**src/rtl/branch_resolver_if.sv**
```systemverilog
// Request/result bundle for branch_resolver.
// Optional BRANCH_UNSIGNED_EN adds the is_unsigned request bit.
interface branch_resolver_if #(
    parameter int PC_W = 12
);
    logic            start;
    logic            ready;
    logic [31:0]     operandA;
    logic [31:0]     operandB;
    logic [1:0]      op;
    logic [PC_W-1:0] pc;
    logic [PC_W-1:0] offset;
`ifdef BRANCH_UNSIGNED_EN
    logic            is_unsigned;
`endif
    logic            done;
    logic            isEqual;
    logic            isLessThan;
    logic            isGreaterThan;
    logic            taken;
    logic [PC_W-1:0] next_pc;

`ifdef BRANCH_UNSIGNED_EN
    modport master (
        output start, operandA, operandB, op, pc, offset, is_unsigned,
        input  ready, done, isEqual, isLessThan, isGreaterThan,
        input  taken, next_pc
    );
    modport slave (
        input  start, operandA, operandB, op, pc, offset, is_unsigned,
        output ready, done, isEqual, isLessThan, isGreaterThan,
        output taken, next_pc
    );
`else
    modport master (
        output start, operandA, operandB, op, pc, offset,
        input  ready, done, isEqual, isLessThan, isGreaterThan,
        input  taken, next_pc
    );
    modport slave (
        input  start, operandA, operandB, op, pc, offset,
        output ready, done, isEqual, isLessThan, isGreaterThan,
        output taken, next_pc
    );
`endif
endinterface

```
**src/rtl/branch_resolver.sv**
```systemverilog
// Chunked-subtract compare-and-branch unit (IDLE -> RUN x N -> DONE).
// Define BRANCH_UNSIGNED_EN to enable the is_unsigned compare mode.
module branch_resolver #(
    parameter int CHUNK = 8,
    parameter int PC_W  = 12
) (
    input logic              clock,
    input logic              reset,
    branch_resolver_if.slave bus
);
    localparam int N = 32 / CHUNK;
    localparam logic [5:0] LAST = 6'(N - 1);

    typedef enum logic [1:0] {IDLE, RUN, DONE} state_t;

    state_t          state, state_nx;
    logic            accept;
    logic            last;

    logic [31:0]     a_q, b_q;
    logic [1:0]      op_q;
    logic [PC_W-1:0] pc_q, off_q;
    logic            uns;
    logic            carry_q, zero_q;
    logic [5:0]      cnt_q;

    logic [CHUNK-1:0] a_c, nb_c, diff;
    logic [CHUNK:0]   sum;
    logic             cout, cin_msb, ovf;
    logic             eq_w, lt_w, gt_w, taken_w;
    logic [PC_W-1:0]  np_w;

    logic            eq_q, lt_q, gt_q, taken_q;
    logic [PC_W-1:0] np_q;

    always_ff @(posedge clock or posedge reset) begin
        if (reset) state <= IDLE;
        else       state <= state_nx;
    end

    always_comb begin
        state_nx = state;
        accept   = 1'b0;
        unique case (state)
            IDLE: begin
                if (bus.start) begin
                    accept   = 1'b1;
                    state_nx = RUN;
                end
            end
            RUN: begin
                if (last) state_nx = DONE;
            end
            DONE: begin
                accept   = bus.start;
                state_nx = bus.start ? RUN : IDLE;
            end
            default: state_nx = IDLE;
        endcase
    end

    assign last = (cnt_q == LAST);

    // Operands shift right so the active chunk always sits at bit 0.
    assign a_c     = a_q[CHUNK-1:0];
    assign nb_c    = ~b_q[CHUNK-1:0];
    assign sum     = {1'b0, a_c} + {1'b0, nb_c} + {{CHUNK{1'b0}}, carry_q};
    assign diff    = sum[CHUNK-1:0];
    assign cout    = sum[CHUNK];
    assign cin_msb = a_c[CHUNK-1] ^ nb_c[CHUNK-1] ^ diff[CHUNK-1];
    assign ovf     = cin_msb ^ cout;

    assign eq_w = zero_q & (diff == '0);
    assign lt_w = uns ? ~cout : (diff[CHUNK-1] ^ ovf);
    assign gt_w = ~eq_w & ~lt_w;

    always_comb begin
        taken_w = 1'b0;
        unique case (op_q)
            2'b00: taken_w = eq_w;
            2'b01: taken_w = ~eq_w;
            2'b10: taken_w = lt_w;
            2'b11: taken_w = gt_w;
            default: taken_w = 1'b0;
        endcase
    end

    assign np_w = pc_q + PC_W'(1) + (taken_w ? off_q : '0);

    always_ff @(posedge clock or posedge reset) begin
        if (reset) begin
            a_q     <= '0;
            b_q     <= '0;
            op_q    <= '0;
            pc_q    <= '0;
            off_q   <= '0;
            carry_q <= 1'b0;
            zero_q  <= 1'b0;
            cnt_q   <= '0;
            eq_q    <= 1'b0;
            lt_q    <= 1'b0;
            gt_q    <= 1'b0;
            taken_q <= 1'b0;
            np_q    <= '0;
        end else if (accept) begin
            a_q     <= bus.operandA;
            b_q     <= bus.operandB;
            op_q    <= bus.op;
            pc_q    <= bus.pc;
            off_q   <= bus.offset;
            carry_q <= 1'b1;
            zero_q  <= 1'b1;
            cnt_q   <= '0;
        end else if (state == RUN) begin
            a_q     <= a_q >> CHUNK;
            b_q     <= b_q >> CHUNK;
            carry_q <= cout;
            zero_q  <= eq_w;
            cnt_q   <= cnt_q + 6'd1;
            if (last) begin
                eq_q    <= eq_w;
                lt_q    <= lt_w;
                gt_q    <= gt_w;
                taken_q <= taken_w;
                np_q    <= np_w;
            end
        end
    end

`ifdef BRANCH_UNSIGNED_EN
    logic uns_q;
    always_ff @(posedge clock or posedge reset) begin
        if (reset)       uns_q <= 1'b0;
        else if (accept) uns_q <= bus.is_unsigned;
    end
    assign uns = uns_q;
`else
    assign uns = 1'b0;
`endif

    assign bus.ready         = (state != RUN);
    assign bus.done          = (state == DONE);
    assign bus.isEqual       = eq_q;
    assign bus.isLessThan    = lt_q;
    assign bus.isGreaterThan = gt_q;
    assign bus.taken         = taken_q;
    assign bus.next_pc       = np_q;
endmodule

```
**src/flat_wrapper.sv**
```systemverilog
// flat-port wrapper written by rule: the top's interface ports become plain ports
module branch_resolver_flat 
#(
    parameter int CHUNK = 8,
    parameter int PC_W  = 12
)
  (clock, reset, bus_start, bus_operandA, bus_operandB, bus_op, bus_pc, bus_offset, bus_ready, bus_done, bus_isEqual, bus_isLessThan, bus_isGreaterThan, bus_taken, bus_next_pc);
  branch_resolver_if #(.PC_W(PC_W)) bus_i ();
  input logic clock;
  input logic reset;
  input wire logic [$bits(bus_i.start)-1:0] bus_start;
  input wire logic [$bits(bus_i.operandA)-1:0] bus_operandA;
  input wire logic [$bits(bus_i.operandB)-1:0] bus_operandB;
  input wire logic [$bits(bus_i.op)-1:0] bus_op;
  input wire logic [$bits(bus_i.pc)-1:0] bus_pc;
  input wire logic [$bits(bus_i.offset)-1:0] bus_offset;
  output wire logic [$bits(bus_i.ready)-1:0] bus_ready;
  output wire logic [$bits(bus_i.done)-1:0] bus_done;
  output wire logic [$bits(bus_i.isEqual)-1:0] bus_isEqual;
  output wire logic [$bits(bus_i.isLessThan)-1:0] bus_isLessThan;
  output wire logic [$bits(bus_i.isGreaterThan)-1:0] bus_isGreaterThan;
  output wire logic [$bits(bus_i.taken)-1:0] bus_taken;
  output wire logic [$bits(bus_i.next_pc)-1:0] bus_next_pc;
  assign bus_i.start = bus_start;
  assign bus_i.operandA = bus_operandA;
  assign bus_i.operandB = bus_operandB;
  assign bus_i.op = bus_op;
  assign bus_i.pc = bus_pc;
  assign bus_i.offset = bus_offset;
  assign bus_ready = bus_i.ready;
  assign bus_done = bus_i.done;
  assign bus_isEqual = bus_i.isEqual;
  assign bus_isLessThan = bus_i.isLessThan;
  assign bus_isGreaterThan = bus_i.isGreaterThan;
  assign bus_taken = bus_i.taken;
  assign bus_next_pc = bus_i.next_pc;
  branch_resolver #(.CHUNK(CHUNK), .PC_W(PC_W)) u_core (.clock(clock), .reset(reset), .bus(bus_i));
endmodule
```
**config.mk**
```make
export PLATFORM = sky130hd
export DESIGN_NAME = branch_resolver_flat
export DESIGN_NICKNAME = d
export VERILOG_FILES = /design/src/rtl/branch_resolver_if.sv /design/src/rtl/branch_resolver.sv /design/src/flat_wrapper.sv
export SDC_FILE = /design/constraint.sdc
export NUM_CORES = 1
export LEC_CHECK = 0
export CAP_MARGIN = 5
export CORE_MARGIN = 1
export CORE_UTILIZATION = 31
export DETAILED_ROUTE_END_ITERATION = 16
export GPL_TIMING_DRIVEN = 0
export MAX_ROUTING_LAYER = met4
export PLACE_DENSITY = 0.56
export SYNTH_ARGS = -nofsm -noshare
export SYNTH_HDL_FRONTEND = slang
export SYNTH_SLANG_ARGS = --single-unit
```
**constraint.sdc**
```tcl
create_clock -name clock -period 4.55 [get_ports clock]
set_input_delay 0.455 -clock clock [delete_from_list [all_inputs] [get_ports clock]]
set_output_delay 0.455 -clock clock [all_outputs]
set_load 0.02 [all_outputs]
```
==> impl_metrics.env <==
export IMPL_status="finished, violations left"
export IMPL_violations="negative setup slack"
export IMPL_p_leak_nw=3.58
export IMPL_synth_top_flop_cell="dfrtp_1"
export IMPL_wl_per_cell_microns=15.7
export IMPL_rsz0062_at_grt="true"
export IMPL_reg2reg_depth=21
export IMPL_crit_slowest_cell="dfrtp_1"
export IMPL_criticalPathCategory="flop to flop"
export IMPL_finalClockSkew_ns=0.00929
export IMPL_routed_via_density=4.89
export IMPL_comb_power_share=0.475
export IMPL_max_freq_ghz=0.214
export IMPL_dp_hpwl_microns=10700
export IMPL_grt_pass1_wl_microns=24300
export IMPL_synth_seq_cells=116
export IMPL_async_flop_share=1.00
export IMPL_cp_cell_sequence="fa_2 -> fa_2 -> and2b_2 -> o221a_4 -> o31ai_4 -> buf_4 -> a22o_4 -> mux2i_2 -> nor3_4 -> buf_6 -> nand2_1 -> ha_2 -> fa_2 -> nor2b_4 -> o21ai_2 -> a21boi_2 -> o21a_1 -> o21a_1 -> o211ai_1 -> a2111oi_0 -> nand3b_1"
export IMPL_slew_limit_headroom=0.597
export IMPL_syn_area_per_cell_sq_um=9.78
export IMPL_crit_top_cell="fa_2"
export IMPL_fp_dieH_microns=136
export IMPL_clk_latency_ns=0.41
export IMPL_dr_pass1_iters=4
export IMPL_cts_htree_levels=4
export IMPL_ios=111
export IMPL_vias=4650
export IMPL_cts_tree="done"
export IMPL_layoutNonFillerInstCount=950
export IMPL_crit_family="compound AO/OA/AOI/OAI gates"
export IMPL_antenna_found_initial=0
export IMPL_drt_total_wl_microns=15000
export IMPL_gp_congestion=0.811
export IMPL_final_common_cell="nand2_1"
export IMPL_crit_buf_inv=2
export IMPL_power_density_nw_per_um2=763
export IMPL_synth_seq_area_share=0.521
export IMPL_clockRootBuffer="clkbuf_16"
export IMPL_cts_buffers=17
export IMPL_cts_buffer_depth=2
export IMPL_setup_viol=1
export IMPL_peakVddDrop_mv=0.370
export IMPL_initial_core_util=0.320
export IMPL_final_cell_mix="nand2_1, dfrtp_1, clkdlybuf4s50_1, a22oi_1, clkbuf_1"
export IMPL_dp_cells=906
export IMPL_pwr_share_seq=0.290
export IMPL_cp_arrival_ns=5.02
export IMPL_place_area_sq_um=6990
export IMPL_grt_overflow=0
export IMPL_cts_hold_buffers=0
export IMPL_syn_nets=685
export IMPL_dp_slack_ns=-0.639
export IMPL_io_buffer_count=110
export IMPL_drive_above_1_share=0.110
export IMPL_endpoint_kind="flop"
export IMPL_clock_sinks=116
export IMPL_worst_ep_required_time_ns=4.89
export IMPL_synth_cell_area_sq_um=5570
export IMPL_cpPeakStageDelay_ns=0.40
export IMPL_r2r_start="u_core.b_q[0]"
export IMPL_rows=48
export IMPL_synth_distinct_cells=55
export IMPL_grt_pass1_vias=4821
export IMPL_slew_violations=0
export IMPL_areaGrowthSynthToFinish_pct=40.7
export IMPL_synth_edf_count=0
export IMPL_p_int_mw=3.68
export IMPL_maxCapViolations=0
export IMPL_drt_initial_drc_count=237
export IMPL_p_clk_frac=0.236
export IMPL_final_setup_tns_ns=-0.121
export IMPL_nets=827
export IMPL_design_area_sq_um=7840
export IMPL_track_usage=0.177
export IMPL_core_area_sq_um=17400
export IMPL_worstMarginPinSlew_ns=0.605
export IMPL_synth_warnings=0
export IMPL_final_antenna_net_count=0
export IMPL_swShare=0.385
export IMPL_grt_max_degree=63
export IMPL_synth_top_area_share=0.521
export IMPL_die_w_microns=136
export IMPL_synth_largest_area_cell="dfrtp_1"
export IMPL_drc=0
export IMPL_die_area_sq_um=18500
export IMPL_synthTopCellsByArea="dfrtp_1, nand2_1, a22oi_1"
export IMPL_cp_start_kind="flop"
export IMPL_crit_path_max_fanout=3
export IMPL_clk_pin_slew_ns=0.06
export IMPL_diodes=0
export IMPL_hold_class="input port to asynchronous set/reset pin"
export IMPL_worstReg2RegEnd="u_core.bus.next_pc[10]"
export IMPL_post_route_worst_setup_slack_ns=-0.121
export IMPL_hold_violations=0
export IMPL_ff2ff_setup_slack_ns=-0.12
export IMPL_fin_crit_sh=1.03
export IMPL_netlist_instances=570
export IMPL_p_switching_mw=2.30
export IMPL_fin_crit_ns=4.67
## power groups by stage
stage	clock network [mW]	registers (mW)	logic [mW]
final	1.41	1.73	2.84
after detailed placement	0	1.73	2.52
after floorplan	0	1.73	1.76
after global placement	0	1.72	2.45
after global routing	1.49	1.79	3.16
after CTS	1.44	1.73	2.71
## worst register-to-register path, cell delays in order, from the launching register on
cell,delay (ns)
dfrtp_1,0.40
fa_2,0.38
fa_2,0.36
and2b_2,0.24
o221a_4,0.21
o31ai_4,0.07
buf_4,0.15
a22o_4,0.23
mux2i_2,0.18
nor3_4,0.27
buf_6,0.16
nand2_1,0.06
ha_2,0.18
fa_2,0.38
nor2b_4,0.13
o21ai_2,0.08
a21boi_2,0.16
o21a_1,0.14
o21a_1,0.18
o211ai_1,0.14
a2111oi_0,0.34
nand3b_1,0.15
## cells by family after synthesis
logic type	after synthesis	share of synthesized area
simple gates	239	0.187
compound gates	126	0.175
flops	116	0.521
buf+inv	54	0.0397
fa+ha+maj	22	0.0534
xor+xnor	11	0.0198
mux	2	0.00382
## sequential cells by signal, summed over array words and instances, names as in the netlist, 2 cells and up
| register | count |
|---|---|
| u_core.a_q | 32 |
| u_core.pc_q | 12 |
| u_core.op_q | 2 |
| u_core.cnt_q | 6 |
| u_core.state | 2 |
| u_core.b_q | 32 |
| u_core.bus.next_pc | 12 |
| u_core.off_q | 12 |
## stage by stage
step	total power, mW	utilization	hold WS [ns]
final	5.99	0.450	0.472
after global routing	6.44	0.450	0.487
after floorplan	3.49	-	0.437
after CTS	5.88	0.445	0.475
after global placement	4.18	0.399	0.457
after detailed placement	4.25	0.401	0.454
## synth_stat cells, types with 7 or more instances
master,number
a21oi_1,10
a221o_1,9
a22o_1,19
a22oi_1,39
and2_1,9
clkbuf_1,24
dfrtp_1,116
ha_1,19
inv_1,21
nand2_1,173
nor2_1,7
nor3_1,17
o21ai_0,17
## routing by layer
| layer | GRT usage | vias up | share of wire |
|---|---|---|---|
| met3 | 0.0604 | 12 | 0.070 |
| met5 | - | - | 0 |
| met1 | 0.211 | 2227 | 0.45 |
| li1 | - | 2275 | - |
| met2 | 0.282 | 136 | 0.47 |
| met4 | 0.0543 | 0 | 0.015 |
## final cells by class
cell class | instances | area, sq um
Multi-Input combinational cell | 400 | 2570
Clock inverter | 12 | 180
Buffer | 32 | 145
Inverter | 22 | 87.6
Tap cell | 225 | 282
Timing Repair Buffer | 123 | 1230
Fill cell | 1630 | 9580
Clock buffer | 20 | 447
Sequential cell | 116 | 2900
## how the worst max path moves through the flow
| stage | from | to | slack [ns] | cells past startpoint |
|---|---|---|---|---|
| 2_1_floorplan | u_core.carry_q | u_core.bus.next_pc[10] | 0.05 | 21 |
| 3_3_place_gp | reset | u_core.a_q[27] | -0.66 | 2 |
| 3_5_place_dp | u_core.carry_q | u_core.bus.next_pc[10] | -0.64 | 21 |
| 4_1_cts | u_core.b_q[0] | u_core.bus.next_pc[10] | -0.25 | 20 |
| 5_1_grt | u_core.a_q[0] | u_core.bus.next_pc[10] | -0.39 | 21 |
| 6_report | u_core.b_q[0] | u_core.bus.next_pc[10] | -0.12 | 21 |
## repair_timing
item / 4_1_cts / 5_1_grt
setup buffers: 9 / 3
pin swaps: 12 / 13
setup endpoints to repair: 5 / 6
hold endpoints to repair: 0 / 0
resized for setup: 17 / 15
Power figures use the tool's default switching activity.
